## src/rtl/wb_stage_pkg.sv

```systemverilog
// Shared definitions for the write-back stage: width macros, load funct3 codes, MEM/WB register layout.
// Latency: n/a (definitions only).
// Backpressure: n/a (definitions only).

`ifndef WB_STAGE_DEFS_SVH
`define WB_STAGE_DEFS_SVH

`define RS_WIDTH        5
`define FUNCT3_WIDTH    3
`define REG_DATA_WIDTH  32

`define FUNCT3_LB       3'b000
`define FUNCT3_LH       3'b001
`define FUNCT3_LW       3'b010
`define FUNCT3_LBU      3'b100
`define FUNCT3_LHU      3'b101

`endif

package wb_stage_pkg;

    // Everything the MEM/WB pipeline register carries from MEM into WB.
    typedef struct packed {
        logic                         valid;
        logic                         regwrite;
        logic                         memtoreg;
        logic                         branchjalx;
        logic [`RS_WIDTH-1:0]         rd;
        logic [`FUNCT3_WIDTH-1:0]     funct3;
        logic [1:0]                   addr_lo;
        logic [`REG_DATA_WIDTH-1:0]   alu_result;
        logic [`REG_DATA_WIDTH-1:0]   pc_plus4;
        logic [`REG_DATA_WIDTH-1:0]   read_data;
    } wb_reg_t;

    // A bubble is the all-zero register: not valid, no write, zero data.
    localparam wb_reg_t WB_BUBBLE = '0;

endpackage

```

## src/rtl/wb_stage_load_ext.sv

```systemverilog
// Load data extraction: selects byte/halfword from an aligned word and sign/zero extends it by funct3.
// Latency: purely combinational, zero cycles.
// Backpressure: none; output follows inputs.

module load_ext
    import wb_stage_pkg::*;
(
    input  logic [`FUNCT3_WIDTH-1:0]    funct3,
    input  logic [1:0]                  addr_lo,
    input  logic [`REG_DATA_WIDTH-1:0]  word,
    output logic [`REG_DATA_WIDTH-1:0]  data
);

    logic [7:0]  byte_sel;
    logic [15:0] half_sel;

    // Pick the addressed byte and halfword; halfword ignores addr_lo[0] (no misalignment handling here).
    always_comb begin
        byte_sel = word[7:0];
        case (addr_lo)
            2'd0:    byte_sel = word[7:0];
            2'd1:    byte_sel = word[15:8];
            2'd2:    byte_sel = word[23:16];
            default: byte_sel = word[31:24];
        endcase
        half_sel = addr_lo[1] ? word[31:16] : word[15:0];
    end

    // Extend according to load type; unknown codes fall back to a full word.
    always_comb begin
        data = word;
        case (funct3)
            `FUNCT3_LB:  data = {{(`REG_DATA_WIDTH-8){byte_sel[7]}}, byte_sel};
            `FUNCT3_LH:  data = {{(`REG_DATA_WIDTH-16){half_sel[15]}}, half_sel};
            `FUNCT3_LBU: data = {{(`REG_DATA_WIDTH-8){1'b0}}, byte_sel};
            `FUNCT3_LHU: data = {{(`REG_DATA_WIDTH-16){1'b0}}, half_sel};
            default:     data = word;
        endcase
    end

endmodule

```

## src/rtl/wb_stage.sv

```systemverilog
// MEM/WB pipeline register plus write-back mux; optional retired-instruction counter under WB_INSTRET_EN.
// Latency: one cycle from the capturing edge to the WB outputs; outputs depend only on registered state.
// Backpressure: stall holds the register, flush loads a bubble and wins over stall.

module wb_stage
    import wb_stage_pkg::*;
#(
    parameter int INSTRET_WIDTH = 64
)
(
    input  logic                        clk,
    input  logic                        rst,
    input  logic                        stall,
    input  logic                        flush,
    input  logic                        valid_mem,
    input  logic [`RS_WIDTH-1:0]        rd_mem,
    input  logic                        regwrite_mem,
    input  logic                        memtoreg_mem,
    input  logic                        branchjalx_mem,
    input  logic [`FUNCT3_WIDTH-1:0]    funct3_mem,
    input  logic [1:0]                  addr_lo_mem,
    input  logic [`REG_DATA_WIDTH-1:0]  alu_result_mem,
    input  logic [`REG_DATA_WIDTH-1:0]  pc_plus4_mem,
    input  logic [`REG_DATA_WIDTH-1:0]  read_data_mem,
    output logic [`RS_WIDTH-1:0]        rd_wb,
    output logic                        regwrite_wb,
    output logic [`REG_DATA_WIDTH-1:0]  write_data_wb
`ifdef WB_INSTRET_EN
    ,
    output logic [INSTRET_WIDTH-1:0]    instret
`endif
);

    wb_reg_t                     mem_d;
    wb_reg_t                     wb_q;
    logic [`REG_DATA_WIDTH-1:0]  load_data;

    // Bundle the MEM-stage inputs into the register layout.
    always_comb begin
        mem_d            = WB_BUBBLE;
        mem_d.valid      = valid_mem;
        mem_d.regwrite   = regwrite_mem;
        mem_d.memtoreg   = memtoreg_mem;
        mem_d.branchjalx = branchjalx_mem;
        mem_d.rd         = rd_mem;
        mem_d.funct3     = funct3_mem;
        mem_d.addr_lo    = addr_lo_mem;
        mem_d.alu_result = alu_result_mem;
        mem_d.pc_plus4   = pc_plus4_mem;
        mem_d.read_data  = read_data_mem;
    end

    // Pipeline register: flush beats stall, stall holds, otherwise capture.
    always_ff @(posedge clk or posedge rst) begin
        if (rst) begin
            wb_q <= WB_BUBBLE;
        end else if (flush) begin
            wb_q <= WB_BUBBLE;
        end else if (!stall) begin
            wb_q <= mem_d;
        end
    end

    // Load extension works on the registered word so no MEM input reaches the outputs combinationally.
    load_ext u_load_ext (
        .funct3  (wb_q.funct3),
        .addr_lo (wb_q.addr_lo),
        .word    (wb_q.read_data),
        .data    (load_data)
    );

    assign rd_wb       = wb_q.rd;
    assign regwrite_wb = wb_q.valid & wb_q.regwrite & (wb_q.rd != '0);

    // Result select: link address first, then load data, then ALU result.
    always_comb begin
        write_data_wb = wb_q.alu_result;
        if (wb_q.branchjalx) begin
            write_data_wb = wb_q.pc_plus4;
        end else if (wb_q.memtoreg) begin
            write_data_wb = load_data;
        end
    end

`ifdef WB_INSTRET_EN
    logic [INSTRET_WIDTH-1:0] instret_q;

    // Count the occupant as retired when it leaves WB: a normal advance or a flush, not a plain stall.
    always_ff @(posedge clk or posedge rst) begin
        if (rst) begin
            instret_q <= '0;
        end else if (wb_q.valid && (!stall || flush)) begin
            instret_q <= instret_q + {{(INSTRET_WIDTH-1){1'b0}}, 1'b1};
        end
    end

    assign instret = instret_q;
`endif

endmodule

```

## config.mk

```make
export PLATFORM = sky130hd
export DESIGN_NAME = wb_stage
export DESIGN_NICKNAME = d
export VERILOG_FILES = /design/src/rtl/wb_stage_pkg.sv /design/src/rtl/wb_stage_load_ext.sv /design/src/rtl/wb_stage.sv
export SDC_FILE = /design/constraint.sdc
export NUM_CORES = 1
export LEC_CHECK = 0
export ABC_AREA = 1
export CORE_AREA = 2 2 125 127
export DETAILED_ROUTE_END_ITERATION = 10
export DIE_AREA = 0 0 127 129
export PLACE_DENSITY = 0.66
export SETUP_SLACK_MARGIN = 0.2
export SYNTH_ARGS = -nofsm -noshare
export SYNTH_HDL_FRONTEND = slang
export SYNTH_SLANG_ARGS = --single-unit
```

## constraint.sdc

```tcl
create_clock -name clk -period 4.5 [get_ports clk]
set_clock_uncertainty 0.05 [all_clocks]
set_input_delay 0.9 -clock clk [delete_from_list [all_inputs] [get_ports clk]]
set_output_delay 0.9 -clock clk [all_outputs]
set_load 0.01 [all_outputs]
```

## Word level (Yosys, flattened, before mapping)

Cells that the tools add are included.

| operators by class | value |
|---|---|
| add/subtract/negate cells | 0 |
| multiply operators | 0 |
| divide/modulo/power cells | 0 |
| $lt $le $gt $ge | 0 |
| equality and inequality tests | 6 |
| shifts and indexed selects | 0 |
| muxes and demuxes | 7 |
| bitwise operators | 2 |
| reductions and logical operators | 3 |

Operators by type and width:

| cell | count |
|---|---|
| two-way mux 110 bit | 2 |
| case mux 32 bit (4 select lines) | 1 |
| two-way mux 32 bit | 2 |
| case mux 8 bit (3 select lines) | 1 |
| two-way mux 16 bit | 1 |
| == test 3 bit, second input constant | 2 |
| nonzero test 5 bit | 1 |
| == test 3 x 1 -> 1 bit, second input constant | 1 |
| logical NOT 3 bit | 1 |
| AND 1 bit | 2 |
| == test 2 x 1 -> 1 bit, second input constant | 1 |
| == test 2 bit, second input constant | 1 |
| logical NOT 2 bit | 1 |
| inequality test 2 x 1 -> 1 bit, second input constant | 1 |

| word-level totals | value |
|---|---|
| bits in registers | 110 |
| latch bits | 0 |
| bits in writable memories | 0 |
| bits in read-only memories | 0 |
| input bits | 114 |
| output and inout bits | 38 |
| logic and storage cells | 28 |
| memories | 0 |

## Logic depth before layout (Yosys ltp)

| depth | value |
|---|---|
| word-level depth | 5 |
| depth in mapped cells | 10 |

## Cells and area by module

Synthesis repeated with hierarchy kept, for this count alone.

| unflattened totals | value |
|---|---|
| cells, all modules | 856 |
| area total of the unflattened synthesis | 6062.1 µm² |

Modules (own cells, without submodules):

| module | times used | cells an instance | area each (µm²) |
|---|---|---|---|
| wb_stage | 1 | 693 | 5203.7 |
| load_ext | 1 | 163 | 858.3 |

## Least setup slack after synthesis

OpenSTA, ideal clock, no wires.

| timing path | value |
|---|---|
| kind | reg2out |
| start | register wb_q[98] (netlist bit) |
| end | output port write_data_wb[0] |
| arrival | 1.235 ns |
| required time | 3.550 ns |
| path slack | 2.315 ns |
| cell stages (with the launch flop) | 9 |
| path buffers | 1 |
| path through | dfrtp_1 -> buf_6 -> inv_6 -> nand2_4 -> a21oi_4 -> inv_2 -> nand2_1 -> nand3_1 -> a21oi_1 |

| between the ends | value |
|---|---|
| longest elaborated chain between the ends | 4 |
| elaborated cells between the ends (all ways) | 7 |
| those cells by class | 3 x eq/ne; 3 x mux; 1 x reduce/logical |

RTL lines:

| element | line | text |
|---|---|---|
| start, declared | wb_stage.sv:35 | `wb_reg_t wb_q;` |
| start signal, assigned | wb_stage.sv:60 | `wb_q <= mem_d;` |
| == test 3 bit (tied with other cells) | wb_stage_load_ext.sv:32 | `case (funct3)` |
| case mux 32 bit (4 select lines) (*) | wb_stage_load_ext.sv:32 |  |
| two-way mux 32 bit (*) | wb_stage.sv:80 | `end else if (wb_q.memtoreg) begin` |
| two-way mux 32 bit (*) | wb_stage.sv:78 | `if (wb_q.branchjalx) begin` |
| end, declared | wb_stage.sv:27 | `` output logic [`REG_DATA_WIDTH-1:0] write_data_wb `` |

Mark *: on every way between the ends. The rest lies on a longest branch, timed or not.

## Worst setup path in the final report

| timing path | value |
|---|---|
| start | register wb_q[99] (netlist bit) |
| end | output port write_data_wb[26] |

Same word-level chain as after synthesis.

==> run_results.csv <==
group,metric,value,unit
outcome,status,"completed",
floorplanning,ios,152,
floorplanning,die_h,129,µm
setup_path,path_delay_family,"buffers and inverters",
timing,fmax,269.7,MHz
clocking,clock-sinks,110,
global_route,grt_max_degree,91,
logic_synthesis,synth_top_family_by_area,"simple AND/OR/NAND/NOR gates",
clocking,path_clk_slew,80,ps
logic_synthesis,synth.distinct_cells,25,
placed_design,port_buffers,151,
global_route,grt.total_usage,0.2310,
setup_path,crit_chain,"buf_4, nor2_4, nand4_4, nand3_1, nand2_1, nand2_1, clkdlybuf4s50_1",
placed_design,gp_congestion,0.9415,
routing,detail_route.wl_per_cell,17.39,µm
timing,fin_crit_sh,0.8240,
timing,rsz0062_at_grt,"no",
power_and_ir_drop,peakVddDrop,0.1884,mV
global_route,grt_overflow,0,
routing,wl,18.54,mm
logic_synthesis,seq_area_frac_synth,0.4680,
floorplanning,core_area,14980,µm²
power_and_ir_drop,p_leak,3.556,nW
logic_synthesis,ys_ff_latch,110,
timing,maxSlewHeadroom,0.3479,
timing,fin_crit,3708,ps
routing,first_iter_violations,400,
clocking,cts_root_buf,"clkbuf_16",
logic_synthesis,synth-xor-area-share,0,
logic_synthesis,muxShareOfSynthArea,0,
flow_run,cap_violations,0,
logic_synthesis,synth_compound_area_frac,0.1336,
clocking,cts_tree,"done",
logic_synthesis,synthSimpleGateAreaFrac,0.2999,
setup_path,crit_cells,7,
power_and_ir_drop,power_density,335.7,nW/µm²
setup_path,cpMaxStageDelayCell,"dfrtp_1",
timing,slew_violations,0,
setup_path,path_common_cell,"nand2_1",
logic_synthesis,yosysWarnings,0,
hold_path,hold_depth,2,
clocking,htree_levels,3,
layout,syn2layout_area_growth,30.70,%
setup_path,end_kind,"primary output",
layout,antenna_cells,0,
placed_design,dp_hpwl,12.65,mm
timing,setup_viol,0,
floorplanning,die_area,16380,µm²
routing,route.vias.total,5648,
layout,final_core_util,0.5133,
logic_synthesis,synth_fa_ha_area_frac,0,
setup_path,rrSetupSlack,2900,ps
clocking,cts_setup_buffers,0,
hold_path,min_to,"wb_q[108]",
clocking,cts_buffer_depth,2,
floorplanning,start_util,0.3927,
layout,final_common_cell,"nand3_1",
logic_synthesis,syn_inst,774,
layout,drive_gt1_frac,0.05467,
global_route,grt_pass1_wl,29.62,mm
global_route,antenna_found_initial,0,
layout,layout_common_cells,"nand3_1 (194), nand2_1 (167), clkdlybuf4s50_1 (150)",
clocking,cts_hold_buf,0,
layout,fin_nets,988,
clocking,cts_made_buffers,9,
timing,tightest_slew,978.1,ps
routing,drc_errors,0,
routing,dr.pass1.iters,5,
routing,via_per_inst,5.298,
setup_path,max_stage_delay,750,ps
clocking,cts_resized,0,
setup_path,cp-startpoint,"wb_q[99]",
clocking,insertion_delay,350,ps
logic_synthesis,syn_area,5882,µm²
hold_path,hp-start,"wb_q[108]",
setup_path,r2r-end,"wb_q[99]",
setup_path,ff2ff_path_depth,2,
setup_path,crit_buf_inv,2,
setup_path,crit_arrival,2760,ps
setup_path,crit_fanout,26,
setup_path,startpoint_type,"flip-flop",
timing,hold_violations,0,
setup_path,timing.rr.start,"wb_q[99]",
setup_path,path_class,"flip-flop to primary output",
hold_path,min_path_type,"flip-flop to flip-flop",
floorplanning,rows,45,
logic_synthesis,synth.net_count,888,
routing,drt.antenna.violating_nets,0,
timing,fin_setup_tns,0,ps
setup_path,cp_data_required_time,3550,ps
floorplanning,die_x,127,µm
logic_synthesis,syn_area_per_cell,7.599,µm²
global_route,grt_pass1_vias,5449,
[through the flow]
stage / instances / area (µm²) / hold WS, ps / power (W) / setup WS, ps
finish: 1066 / 7687 / 455.0 / 0.002581 / 791.8
global route: 1066 / 7687 / 483.2 / 0.002700 / 626.5
floorplan: 774 / 5882 / 422.0 / 0.001433 / 647.7
global placement: 1051 / 7365 / 438.8 / 0.001711 / 1218
detailed placement: 1051 / 7365 / 443.4 / 0.001713 / 1210
CTS: 1066 / 7687 / 460.3 / 0.002597 / 804.3
[where the power goes]
part / internal, W / switching (W)
logic: 0.000269 / 0.000313
clock network: 0.000514 / 0.000372
registers: 0.00106 / 0.0000548
total: 0.00184 / 0.000741
[per-layer routing]
layer / GRT usage / share of wire
met5: 0 / 0
met4: 0.08016 / 0.021
met3: 0.04324 / 0.060
met2: 0.3586 / 0.46
met1: 0.3264 / 0.46
[flip-flops by register name, summed over array words and instances, names as in the netlist]
| register | count |
|---|---|
| rd_wb | 5 |
| wb_q | 105 |
[worst register-to-register path: stages, from the launching register on]
cell and delay [ps]:
dfrtp_1 990, inv_1 220, o21ai_0 250
[Yosys cell counts, drive strengths merged]
| library cell | n | area [µm²] |
|---|---|---|
| nor3 | 1 | 16.27 |
| nand4 | 1 | 21.27 |
| inv | 56 | 215.2 |
| nand3 | 196 | 998.5 |
| nor2 | 16 | 67.56 |
| dfrtp | 110 | 2753 |
| buf | 41 | 251.5 |
| a21oi | 81 | 431.7 |
| o21ai | 69 | 345.3 |
| clkbuf | 30 | 112.6 |
| nand2 | 172 | 660.6 |
| o311ai | 1 | 8.760 |
[logic make-up (layout without fill, tap and decap cells)]
| family | count (synthesis) | count (layout) |
|---|---|---|
| AOI/OAI and AO/OA | 151 | 151 |
| buffers and inverters | 127 | 231 |
| DFF | 110 | 110 |
| and+or+nand+nor | 386 | 386 |
[cell type report]
class	count	area [µm²]
Clock buffer	11	252.7
Multi-Input combinational cell	537	2557
Sequential cell	110	2753
Inverter	56	220.2
Tap cell	188	235.2
Timing Repair Buffer	160	1599
Fill cell	1476	7289
Clock inverter	4	70.07
[worst max path at each step]
stage                     slack [ps]           endpoint
final                            790  write_data_wb[26]
after CTS                        800  write_data_wb[26]
after detailed placement        1210  write_data_wb[26]
after global placement          1220  write_data_wb[26]
after floorplan                  650           rd_wb[0]
after global routing             630  write_data_wb[26]
Note: power is estimated with default switching activity, not from simulation.
